$ cat src/rtl/tick_gen_pkg.sv
// Shared constants and helpers for the multi-channel tick generator.
// Default divisors target a 20 MHz board clock: 1 s timer base and 7-segment scan.
package tick_gen_pkg;

    localparam int CNT_W_DEF = 25;
    localparam int SEC_DIV   = 20000000;
    localparam int SEG_DIV   = 1000;

    localparam int MAX_CNT_W = 32;
    localparam int MAX_VEC_W = 256;

    // Extract channel ch (w bits wide) from a packed reset-divisor vector.
    function automatic logic [MAX_CNT_W-1:0] div_of(input logic [MAX_VEC_W-1:0] vec,
                                                     input int ch, input int w);
        logic [MAX_CNT_W-1:0] r;
        r = '0;
        for (int b = 0; b < MAX_CNT_W; b++) begin
            if (b < w) begin
                r[b] = vec[ch*w + b];
            end else begin
                r[b] = 1'b0;
            end
        end
        return r;
    endfunction

endpackage

$ cat src/rtl/tick_gen_multi_if.sv
// Divisor configuration port: single-cycle write strobe with ack/err pulse response.
interface tick_gen_multi_if #(
    parameter int CH_W  = 1,
    parameter int CNT_W = 25
);
    logic             cfg_wr;
    logic [CH_W-1:0]  cfg_ch;
    logic [CNT_W-1:0] cfg_div;
    logic             cfg_ack;
    logic             cfg_err;

    modport master (output cfg_wr, cfg_ch, cfg_div, input cfg_ack, cfg_err);
    modport slave  (input cfg_wr, cfg_ch, cfg_div, output cfg_ack, cfg_err);
endinterface

$ cat src/rtl/tick_gen_ch.sv
// One tick channel: wrap counter, registered tick/square outputs and a
// pending divisor that is swapped in only at a wrap, hold or restart.
module tick_gen_ch
    import tick_gen_pkg::*;
#(
    parameter int               CNT_W   = CNT_W_DEF,
    parameter logic [CNT_W-1:0] DIV_RST = CNT_W'(1)
) (
    input  logic             in_clk,
    input  logic             in_rst_n,
    input  logic             en,
    input  logic             sync_clr,
    input  logic             wr_en,
    input  logic [CNT_W-1:0] wr_div,
    output logic             tick,
    output logic             sq
);

    logic [CNT_W-1:0] cnt_r;
    logic [CNT_W-1:0] div_active_r;
    logic [CNT_W-1:0] div_pend_r;
    logic             pend_r;
    logic             tick_r;
    logic             sq_r;
    logic [CNT_W-1:0] eff_div_s;
    logic             wrap_s;
    logic             apply_s;

    // Divisors 0 and 1 both mean "tick every enabled cycle".
    assign eff_div_s = (div_active_r < CNT_W'(2)) ? CNT_W'(1) : div_active_r;
    assign wrap_s    = (cnt_r >= (eff_div_s - CNT_W'(1)));
    assign apply_s   = pend_r & (sync_clr | ~en | wrap_s);

    // Counter, tick and square-wave state.
    always_ff @(posedge in_clk or negedge in_rst_n) begin
        if (!in_rst_n) begin
            cnt_r  <= '0;
            tick_r <= 1'b0;
            sq_r   <= 1'b0;
        end else if (sync_clr) begin
            cnt_r  <= '0;
            tick_r <= 1'b0;
            sq_r   <= 1'b0;
        end else if (!en) begin
            tick_r <= 1'b0;
        end else if (wrap_s) begin
            cnt_r  <= '0;
            tick_r <= 1'b1;
            sq_r   <= ~sq_r;
        end else begin
            cnt_r  <= cnt_r + CNT_W'(1);
            tick_r <= 1'b0;
        end
    end

    // Divisor update: apply uses pre-edge pend, so a same-edge write waits for the next apply point.
    always_ff @(posedge in_clk or negedge in_rst_n) begin
        if (!in_rst_n) begin
            div_active_r <= DIV_RST;
            div_pend_r   <= '0;
            pend_r       <= 1'b0;
        end else begin
            if (apply_s) begin
                div_active_r <= div_pend_r;
            end
            if (wr_en) begin
                div_pend_r <= wr_div;
                pend_r     <= 1'b1;
            end else if (apply_s) begin
                pend_r <= 1'b0;
            end
        end
    end

    assign tick = tick_r;
    assign sq   = sq_r;

endmodule

$ cat src/rtl/tick_gen_multi.sv
// Multi-channel programmable tick generator: config decode, ack/err pulses
// and per-channel write-enable fan-out around NUM_CH tick_gen_ch instances.
module tick_gen_multi
    import tick_gen_pkg::*;
#(
    parameter int                      NUM_CH    = 2,
    parameter int                      CNT_W     = CNT_W_DEF,
    parameter logic [NUM_CH*CNT_W-1:0] DIV_RESET = {CNT_W'(SEG_DIV), CNT_W'(SEC_DIV)}
) (
    input  logic              in_clk,
    input  logic              in_rst_n,
    input  logic [NUM_CH-1:0] en,
    input  logic              sync_clr,
    tick_gen_multi_if.slave   cfg,
    output logic [NUM_CH-1:0] tick,
    output logic [NUM_CH-1:0] sq
);

    localparam int CH_W = (NUM_CH > 1) ? $clog2(NUM_CH) : 1;

    logic              ch_ok_s;
    logic [NUM_CH-1:0] wr_en_s;
    logic              ack_r;
    logic              err_r;

    assign ch_ok_s = (32'(cfg.cfg_ch) < 32'(NUM_CH));

    // Write accepted/rejected pulses, visible the cycle after the strobe.
    always_ff @(posedge in_clk or negedge in_rst_n) begin
        if (!in_rst_n) begin
            ack_r <= 1'b0;
            err_r <= 1'b0;
        end else begin
            ack_r <= cfg.cfg_wr & ch_ok_s;
            err_r <= cfg.cfg_wr & ~ch_ok_s;
        end
    end

    assign cfg.cfg_ack = ack_r;
    assign cfg.cfg_err = err_r;

    for (genvar g = 0; g < NUM_CH; g++) begin : g_ch
        assign wr_en_s[g] = cfg.cfg_wr & ch_ok_s & (cfg.cfg_ch == CH_W'(g));

        tick_gen_ch #(
            .CNT_W   (CNT_W),
            .DIV_RST (CNT_W'(div_of(MAX_VEC_W'(DIV_RESET), g, CNT_W)))
        ) u_ch (
            .in_clk   (in_clk),
            .in_rst_n (in_rst_n),
            .en       (en[g]),
            .sync_clr (sync_clr),
            .wr_en    (wr_en_s[g]),
            .wr_div   (cfg.cfg_div),
            .tick     (tick[g]),
            .sq       (sq[g])
        );
    end

endmodule

$ cat src/flat_wrapper.sv
// flat-port wrapper written by rule: the top's interface ports become plain ports
module tick_gen_multi_flat import tick_gen_pkg::*;
#(
    parameter int                      NUM_CH    = 2,
    parameter int                      CNT_W     = CNT_W_DEF,
    parameter logic [NUM_CH*CNT_W-1:0] DIV_RESET = {CNT_W'(SEG_DIV), CNT_W'(SEC_DIV)}
)
  (in_clk, in_rst_n, en, sync_clr, tick, sq, cfg_cfg_wr, cfg_cfg_ch, cfg_cfg_div, cfg_cfg_ack, cfg_cfg_err);
  tick_gen_multi_if #(.CH_W(1), .CNT_W(CNT_W)) cfg_i ();
  input  logic in_clk;
  input  logic in_rst_n;
  input  logic [NUM_CH-1:0] en;
  input  logic sync_clr;
  output logic [NUM_CH-1:0] tick;
  output logic [NUM_CH-1:0] sq;
  input wire logic [$bits(cfg_i.cfg_wr)-1:0] cfg_cfg_wr;
  input wire logic [$bits(cfg_i.cfg_ch)-1:0] cfg_cfg_ch;
  input wire logic [$bits(cfg_i.cfg_div)-1:0] cfg_cfg_div;
  output wire logic [$bits(cfg_i.cfg_ack)-1:0] cfg_cfg_ack;
  output wire logic [$bits(cfg_i.cfg_err)-1:0] cfg_cfg_err;
  assign cfg_i.cfg_wr = cfg_cfg_wr;
  assign cfg_i.cfg_ch = cfg_cfg_ch;
  assign cfg_i.cfg_div = cfg_cfg_div;
  assign cfg_cfg_ack = cfg_i.cfg_ack;
  assign cfg_cfg_err = cfg_i.cfg_err;
  tick_gen_multi #(.NUM_CH(NUM_CH), .CNT_W(CNT_W), .DIV_RESET(DIV_RESET)) u_core (.in_clk(in_clk), .in_rst_n(in_rst_n), .en(en), .sync_clr(sync_clr), .cfg(cfg_i), .tick(tick), .sq(sq));
endmodule
$ cat config.mk
export PLATFORM = sky130hd
export DESIGN_NAME = tick_gen_multi_flat
export DESIGN_NICKNAME = d
export VERILOG_FILES = /design/src/rtl/tick_gen_pkg.sv /design/src/rtl/tick_gen_multi_if.sv /design/src/rtl/tick_gen_ch.sv /design/src/rtl/tick_gen_multi.sv /design/src/flat_wrapper.sv
export SDC_FILE = /design/constraint.sdc
export NUM_CORES = 1
export LEC_CHECK = 0
export CORE_MARGIN = 10
export CORE_UTILIZATION = 59
export CTS_BUF_LIST = sky130_fd_sc_hd__clkbuf_4
export CTS_CLUSTER_DIAMETER = 120
export CTS_CLUSTER_SIZE = 20
export DETAILED_ROUTE_END_ITERATION = 6
export PLACE_DENSITY = 0.78
export SLEW_MARGIN = 20
export SYNTH_ARGS = -nofsm -noshare
export SYNTH_HDL_FRONTEND = slang
export SYNTH_SLANG_ARGS = --single-unit
$ cat constraint.sdc
create_clock -name in_clk -period 12.8 [get_ports in_clk]
set_input_delay 2.56 -clock in_clk [delete_from_list [all_inputs] [get_ports in_clk]]
set_output_delay 2.56 -clock in_clk [all_outputs]
set_load 0.01 [all_outputs]
# [Yosys cells after proc, flatten, opt, wreduce, memory -nomap -nowiden]
# Index checks and enable logic that the tools add are counted.
[word_totals] register_bits=157 latchBits=0 ram_bits=0 mem_bits_ro=0 in_bits=32 output_inout_bits=6 wordCells=66 n_memories=0
[classes] addsub=4 n_mul=0 div_mod_pow=0 order_cmp=4 n_eq_ne=0 n_shift=0 mux=24 bitwise_logic=13 n_reduce_logical=8
[ops] operator="25-bit 2-to-1 mux" count=8
[ops] operator="25-bit by 1-bit adder with 25-bit output (second input constant)" count=2
[ops] operator="25-bit greater-or-equal comparator" count=2
[ops] operator="25-bit by 2-bit less-than comparator with 1-bit output (second input constant)" count=2
[ops] operator="25-bit by 1-bit subtractor with 25-bit output (second input constant)" count=2
[ops] operator="1-bit 2-to-1 mux" count=16
[ops] operator="2-bit nonzero test" count=6
[ops] operator="1-bit NOT" count=5
[ops] operator="1-bit bitwise AND" count=4
[ops] operator="1-bit OR" count=4
[ops] operator="2-bit AND reduction" count=2

# [Depth between registers and ports, before layout]
# Gate-level depths: netlist of run 1.
[logic_depth] depth_word=8 mapped_depth=19 mapped_depth_nobuf=17

# [Cells and area by module]
# From an unflattened synthesis of run 1, not the netlist that was laid out.
[hier_totals] cells_unflattened=877 area_unflattened_um2=9021.2
[by_module_without_submodules] module="tick_gen_ch (u_core.g_ch[1].u_ch)" n_inst=1 cells_per_inst=442 area_each_um2=4538.1 seq_area_each_um2=1959.4
[by_module_without_submodules] module="tick_gen_ch (u_core.g_ch[0].u_ch)" n_inst=1 cells_per_inst=430 area_each_um2=4430.5 seq_area_each_um2=1961.9
[by_module_without_submodules] module="tick_gen_multi" n_inst=1 cells_per_inst=5 area_each_um2=52.6 seq_area_each_um2=25.0

# [Worst setup path before layout of run 1]
# Ideal clock, no wire load.
[synth_timing] path_type="reg-to-reg" start="register u_core.g_ch[0].u_ch.div_active_r[19]" end="register u_core.g_ch[0].u_ch.div_active_r[12]" setup_time_ns=0.125 arrival_ns=4.516 t_required_ns=12.675 path_slack_ns=8.159 path_stages_with_launch=20 path_buffers=2 synth_period_minus_slack_ns=4.641 cell_sequence="dfrtp_1 or4_1 nor4_1 and4b_1 nor2_1 ha_1 nand3b_1 nor4_1 nand2_1 nor3_1 xnor2_1 ha_1 a21o_1 a21o_1 a221o_1 or2_0 buf_2 o31ai_4 buf_6 mux2_2"
[synth_via] elab_chain_cells=6
[synth_rtl] element="start, declared" line_no="tick_gen_ch.sv:20" source="logic [CNT_W-1:0] div_active_r;"
[synth_rtl] element="start signal, assigned" line_no="tick_gen_ch.sv:64" source="div_active_r <= div_pend_r;"
[synth_rtl] element="25-bit by 2-bit less-than comparator with 1-bit output" line_no="tick_gen_ch.sv:30" source="assign eff_div_s = (div_active_r < CNT_W'(2)) ? CNT_W'(1) : div_active_r;"
[synth_rtl] element="25-bit 2-to-1 mux *" line_no="tick_gen_ch.sv:30"
[synth_rtl] element="25-bit by 1-bit subtractor with 25-bit output *" line_no="tick_gen_ch.sv:31" source="assign wrap_s = (cnt_r >= (eff_div_s - CNT_W'(1)));"
[synth_rtl] element="25-bit greater-or-equal comparator *" line_no="tick_gen_ch.sv:31"
[synth_rtl] element="1-bit OR *" line_no="tick_gen_ch.sv:32" source="assign apply_s = pend_r & (sync_clr | ~en | wrap_s);"
[synth_rtl] element="1-bit bitwise AND *" line_no="tick_gen_ch.sv:32"
# Every way passes the cells marked *; elsewhere a longest branch is shown, timed or not.
# A chain may end at the register's enable or synchronous reset.

# [Worst setup path after layout of run 1]
[layout_timing] start="register u_core.g_ch[0].u_ch.div_active_r[16]" end="register u_core.g_ch[0].u_ch.div_active_r[3]"
# The elaborated chain is that of the path after synthesis.

==> results of run 1 <==
-- final cells by class --
class	count	area (um2)
clock buffers	18	135.1
repair buffers	46	436.7
fillers	1204	5278
clock inverters	14	151.4
multi-input cells	655	4941
flip-flops and latches	157	3946
inverters	21	78.83
well taps	188	235.2
-- flip-flops by register name, indices dropped and copies added (netlist names) --
register	count
u_core.g_ch.u_ch.div_pend_r	50
u_core.g_ch.u_ch.div_active_r	50
u_core.g_ch.u_ch.tick	2
u_core.g_ch.u_ch.sq	2
u_core.g_ch.u_ch.cnt_r	50
u_core.g_ch.u_ch.pend_r	2
u_core.cfg.cfg_ack	1
-- worst max-delay path: stages, from the launching register on --
cell and delay, ns:
dfstp_2 0.60, or4_1 0.19, nor4_1 0.10, and4b_1 0.22, nor2_1 0.27, ha_1 0.27, nand3b_1 0.17, nor4_1 0.47
nand2_1 0.29, nor3_1 0.25, xnor2_1 0.16, ha_1 0.26, a21o_1 0.18, a21o_1 0.16, a221o_1 0.35, or2_0 0.37
o31ai_4 0.25, buf_4 0.35, mux2_2 0.38
-- layer usage --
metal | GRT usage, % | part of all wire (%) | vias to the layer above
li1 | - | - | 3337
met1 | 28.17 | 47 | 3452
met2 | 30.71 | 46 | 200
met3 | 4.264 | 5.6 | 29
met4 | 6.436 | 1.7 | 0
met5 | 0 | 0 | -
-- synthesized netlist by cell type (all sizes together), types with 3 or more instances --
cell type    n
o311ai       6
and4         4
a31oi       11
or2          3
a221o        3
nand2       64
nor3        29
and2         4
o2111ai      3
nand3       42
or4         11
buf         15
inv         21
nand4       43
or3          8
nor2b        5
dfrtp      143
a21oi       21
and3        16
dfstp       14
xnor2       32
clkbuf      26
a22oi        3
a211o        7
mux2i        4
o21ai       14
a31o         6
nor4        22
ha          54
o41ai        4
a21o         6
a211oi      10
xor2        21
a22o         4
o221ai       4
mux2       102
nand2b       5
nor3b        3
nor2        51
-- path summary, 6_finish.rpt --
kind	to	startpoint
worst max-delay path	u_core.g_ch[0].u_ch.div_active_r[3]	u_core.g_ch[0].u_ch.div_active_r[16]
worst min-delay path	u_core.g_ch[1].u_ch.div_active_r[1]	u_core.g_ch[1].u_ch.div_pend_r[1]
worst max register to register	u_core.g_ch[0].u_ch.div_active_r[3]	u_core.g_ch[0].u_ch.div_active_r[16]
worst min register to register	u_core.g_ch[1].u_ch.div_active_r[1]	u_core.g_ch[1].u_ch.div_pend_r[1]
max in group asynchronous	u_core.g_ch[1].u_ch.cnt_r[20]	in_rst_n
min in group asynchronous	u_core.g_ch[0].u_ch.cnt_r[21]	in_rst_n
-- report_power, final --
part	internal [mW]	switching (mW)	total, mW
clock	0.134	0.173	0.307
sequential	0.577	0.0742	0.651
combinational	0.141	0.127	0.268
-- metrics by stage --
step	hold slack, ns	setup slack [ns]
global placement	0.4838	7.557
floorplan	0.4702	8.159
global route	0.5292	6.902
finish	0.5122	7.375
CTS	0.5166	7.376
detailed placement	0.4887	7.432
-- cell families after synthesis --
family          after synthesis
buf+inv                      62
mux                         106
simple gates                321
flops                       157
compound gates              120
xor+xnor                     53
other cells                   1
fa+ha+maj                    54
==> flow_summary.ini, run 1 <==
[global_routing]
grt_start_max_net_pins = 86
antenna_found_initial = 0
overflow = 0
grt_pass1_wl_um = 33930
grtUsageTotal_pct = 20.20
grt_pass1_vias = 6765

[hold_path]
hold_path_class = register to register
holdPathStages = 1

[placed_design]
port-buffer-count = 36
place_congestion = 0.8618
placed_cells = 1067
hpwl_um = 14300
dpl_cell_area_um2 = 9633

[sta]
max_clock_freq_ghz = 0.1843
report.final.hold_viol_count = 0
finalCritPeriodShare_pct = 42.38
setup-violations-final = 0
max_slew_margin_pct = 33.50
layout_min_cycle_time_ns = 5.425
setup-tns-final_ns = 0
worstMarginPinSlew_ns = 0.9939
grt_setup_unrepaired = no
skew_ns = 0.02345
final_max_slew_viol_count = 0

[finish]
finalNetCount = 984
drive_gt1_share_pct = 18.44
num_antenna_cells = 0
stdcell_count = 1099
fin_area_um2 = 9925
areaGrowthSynthToFinish_pct = 8.464
utilization_pct = 65.28
final_cell_mix = dfrtp_1 (143), mux2_2 (102), nand2_1 (63)
mostFrequentLayoutCell = dfrtp_1

[routing]
viasPerCell = 6.386
first_pass_iters = 6
num_vias = 7018
drt_wl_total_um = 20090
ant_nets = 0
drtIter0Drc = 697
drcViolationCount = 0
route.detailed.wl_per_inst_um = 18.28

[floorplanning]
die_w_um = 144.5
core.rowCount = 45
start_util_pct = 60.19
die_y_um = 144.5
pin_count = 38
die-area_um2 = 20890
core_area_um2 = 15200

[critical_path]
crit_type = register to register
r2r_slack_ns = 7.37
critical_path.endpoint_type = register
rr_worst_depth = 18
cp.required_ns = 13.25
cp-start-kind = register
cp_max_fo = 25
worst_ep_arrival_time_ns = 5.87

[logic_synthesis]
synth_xor_area_share_pct = 5.073
synth_seq_cells = 157
synth_top_area_share_pct = 39.11
avgSynthCellArea_um2 = 10.47
syn_area_um2 = 9150
ys_seq_area_share_pct = 43.13
synth-edff-count = 0
synth.largest_area_cell = dfrtp_1
syn_nets = 960
synth_compound_area_share_pct = 9.750
synthAdderAreaFrac_pct = 7.384
yosys.area_share.simple_pct = 18.51
yosys.cell_types.count = 68
synth_ff_type = dfrtp_1
synthCells = 874
yosys-top-cells-area = dfrtp_1 (39%), mux2_2 (13%), ha_1 (7.4%)
async_flop_share_pct = 100.0
yosys_warnings = 0
synth_top_family_by_area = simple AND/OR/NAND/NOR gates
synthMuxAreaShare_pct = 12.99

[clock_tree]
clock_latency_ns = 0.57
cts.sinks = 157
post_cts_buffers = 0
postCtsResizedCells = 0
cts_hold_buffers = 0
cts_tree = done
clock-root-buffer = clkbuf_4
numCtsBuffers = 17
clk_transition_reported_paths_ns = 0.12
htree_levels = 4
clockBufferDepth = 2

[power_and_ir_drop]
ir_drop_mv = 0.1362
power.total_mw = 1.226
power.density_nw_per_um2 = 123.6
leakage_nw = 4.088

[run]
drv_cap = 0

[outcome]
outcome = completed
Power figures use the tool's default switching activity.
==> run 2, diff against run 1 <==
==> constraint.sdc (replaced) <==
create_clock -name in_clk -period 5.1 [get_ports in_clk]
set_input_delay 1.02 -clock in_clk [delete_from_list [all_inputs] [get_ports in_clk]]
set_output_delay 1.02 -clock in_clk [all_outputs]
set_load 0.01 [all_outputs]
==> run 2 against run 1 <==
Net effect:
- sequential power rose to 2.5 times the previous value
- critical path depth did not move
- first-iteration DRC count rose by 3.3%
- clock-buffer cell count rose by 2
- critical endpoint is now u_core.g_ch[0].u_ch.div_active_r[2]
- largest power group unchanged
==> flow_summary.ini, run 2 (synthesis results as in run 1) <==
[clock_tree]
cts_tree = done
htree_levels = 4
cts.sinks = 157
clk_transition_reported_paths_ns = 0.14
clock_latency_ns = 0.58
clock-root-buffer = clkbuf_4
clockBufferDepth = 2
numCtsBuffers = 17

[sta]
skew_ns = 0.02637
worstMarginPinSlew_ns = 0.8259
worst_slack_ns = 0.2313
final_max_slew_viol_count = 0
max_slew_margin_pct = 44.94
report.final.hold_viol_count = 0
max_clock_freq_ghz = 0.2054
layout_min_cycle_time_ns = 4.869
finalCritPeriodShare_pct = 95.46
setup-tns-final_ns = 0
setup-violations-final = 0

[placed_design]
place_congestion = 0.8754
place_ws_ns = 0.07633
placed_cells = 1078
hpwl_um = 14570
port-buffer-count = 36

[finish]
final_cell_mix = dfrtp_1 (143), mux2_2 (102), nand2_1 (63)
mostFrequentLayoutCell = dfrtp_1
areaGrowthSynthToFinish_pct = 10.62
finalNetCount = 998
stdcell_count = 1114
final.fill_count = 1145
reg_top3 = u_core.g_ch.u_ch.cnt_r: 50 flops, u_core.g_ch.u_ch.div_active_r: 50 flops, u_core.g_ch.u_ch.div_pend_r: 50 flops
drive_gt1_share_pct = 20.76
multiInputGateArea_um2 = 4984
seq_area_um2 = 3946

[outcome]
outcome = completed

[routing]
route.detailed.wl_per_inst_um = 18.42
viasPerCell = 6.435
first_pass_iters = 6
drcViolationCount = 0
drtIter0Drc = 720
drt_wl_total_um = 20520
ant_nets = 0
num_vias = 7169

[critical_path]
rr_worst_depth = 18
critical_path.endpoint_type = register
cp_max_fo = 25
r2r_slack_ns = 0.23
r2r_start = u_core.g_ch[0].u_ch.div_active_r[18]
crit_type = register to register
cp-start-kind = register
r2r-end = u_core.g_ch[0].u_ch.div_active_r[2]
cp.required_ns = 5.55
worst_ep_arrival_time_ns = 5.32

[power_and_ir_drop]
power_frac_clock_pct = 26.6
power.switching_mw = 0.9562
combPwrFrac_pct = 21.6
p_sw_share_pct = 30.18
p_int_mw = 2.213
ir_drop_mv = 0.2286
leakage_nw = 4.199
power.density_nw_per_um2 = 313.1
power.total_mw = 3.169
power_frac_seq_pct = 51.8

[global_routing]
grt_start_max_net_pins = 91
overflow = 0
antenna_found_initial = 1
grt_pass1_vias = 6716
grt_pass1_wl_um = 33580
grtUsageTotal_pct = 20.07

[floorplanning]
core.rowCount = 45
die_w_um = 144.5
start_util_pct = 60.19
die_y_um = 144.5
die-area_um2 = 20890
pin_count = 38
core_area_um2 = 15200

[run]
drv_cap = 0

[hold_path]
hold_path_class = primary input to async pin
==> run 2: cell types whose count changed in the layout (fill, tap and decap cells not counted), sizes merged <==
cell	delta
buf	+14
clkbuf	+2
clkinv	-2
bufinv	+1
clkinvlp	-1
diode	+1
==> run 2: area by class of cell <==
type,instances,area share (%)
flip-flops and latches,157,38.99
inverters,21,0.7787
multi-input cells,655,49.23
clock inverters,12,1.693
well taps,188,2.324
repair buffers,60,5.476
clock buffers,20,1.483
diodes,1,0.02472
==> run 2: how the worst max path moves through the flow <==
stage / startpoint / to / slack (ns) / cells past startpoint
after global placement: u_core.g_ch[0].u_ch.div_active_r[16] / u_core.g_ch[0].u_ch.cnt_r[23] / 0.26 / 18
after floorplan: u_core.g_ch[0].u_ch.div_active_r[19] / u_core.g_ch[0].u_ch.div_active_r[12] / 0.46 / 19
after CTS: u_core.g_ch[0].u_ch.div_active_r[16] / u_core.g_ch[0].u_ch.cnt_r[23] / 0.04 / 18
after detailed placement: u_core.g_ch[0].u_ch.div_active_r[16] / u_core.g_ch[0].u_ch.cnt_r[11] / 0.08 / 18
final: u_core.g_ch[0].u_ch.div_active_r[18] / u_core.g_ch[0].u_ch.div_active_r[2] / 0.23 / 18
after global routing: u_core.g_ch[0].u_ch.div_active_r[16] / u_core.g_ch[0].u_ch.div_active_r[4] / -0.07 / 18
==> run 2: repair_timing <==
| action | in CTS | in global routing |
|---|---|---|
| hold buffers | 0 | 0 |
| endpoints found under the setup margin | 0 | 50 |
| buffers inserted | 0 | 3 |
| resized for setup | 0 | 11 |
==> run 2: power groups by stage <==
stage          registers [mW]  logic [mW]  clock network (mW)
3_3_place_gp             1.65       0.652                   0
6_report                 1.64       0.685               0.843
2_1_floorplan            1.60       0.519                   0
3_5_place_dp             1.66       0.680                   0
5_1_grt                  1.67       0.770               0.914
4_1_cts                  1.63       0.687               0.862
==> run 2: per-stage QoR <==
step	util, %	hold slack (ns)	cell area [um2]
global placement	63.99	0.4823	9728
detailed placement	63.99	0.4880	9728
finish	66.58	0.4993	10120
global route	66.58	0.5320	10120
CTS	66.11	0.5094	10050
floorplan	-	0.4702	9150
==> run 2: worst max-delay path, cell delays in order, from the launching register on <==
cell	delay (ns)
dfrtp_1	0.43
or4_1	0.61
nor4_2	0.33
and4b_1	0.32
nor2_2	0.09
ha_1	0.23
nand3b_1	0.18
nor4_2	0.08
nand2_1	0.18
nor3_1	0.09
xnor2_1	0.13
ha_1	0.29
a21o_1	0.18
a21o_1	0.17
a221o_1	0.30
or2_0	0.28
o31ai_4	0.27
buf_12	0.21
mux2_2	0.35
==> run 2: per-layer routing <==
layer  vias to the layer above  part of all wire (%)  global-route usage [%]
met5                         -                     0                       0
met4                         0                   1.2                   6.117
met3                        21                   6.2                   4.559
met2                       245                    45                   29.98
met1                      3529                    47                   28.32
li1                       3374                     -                       -
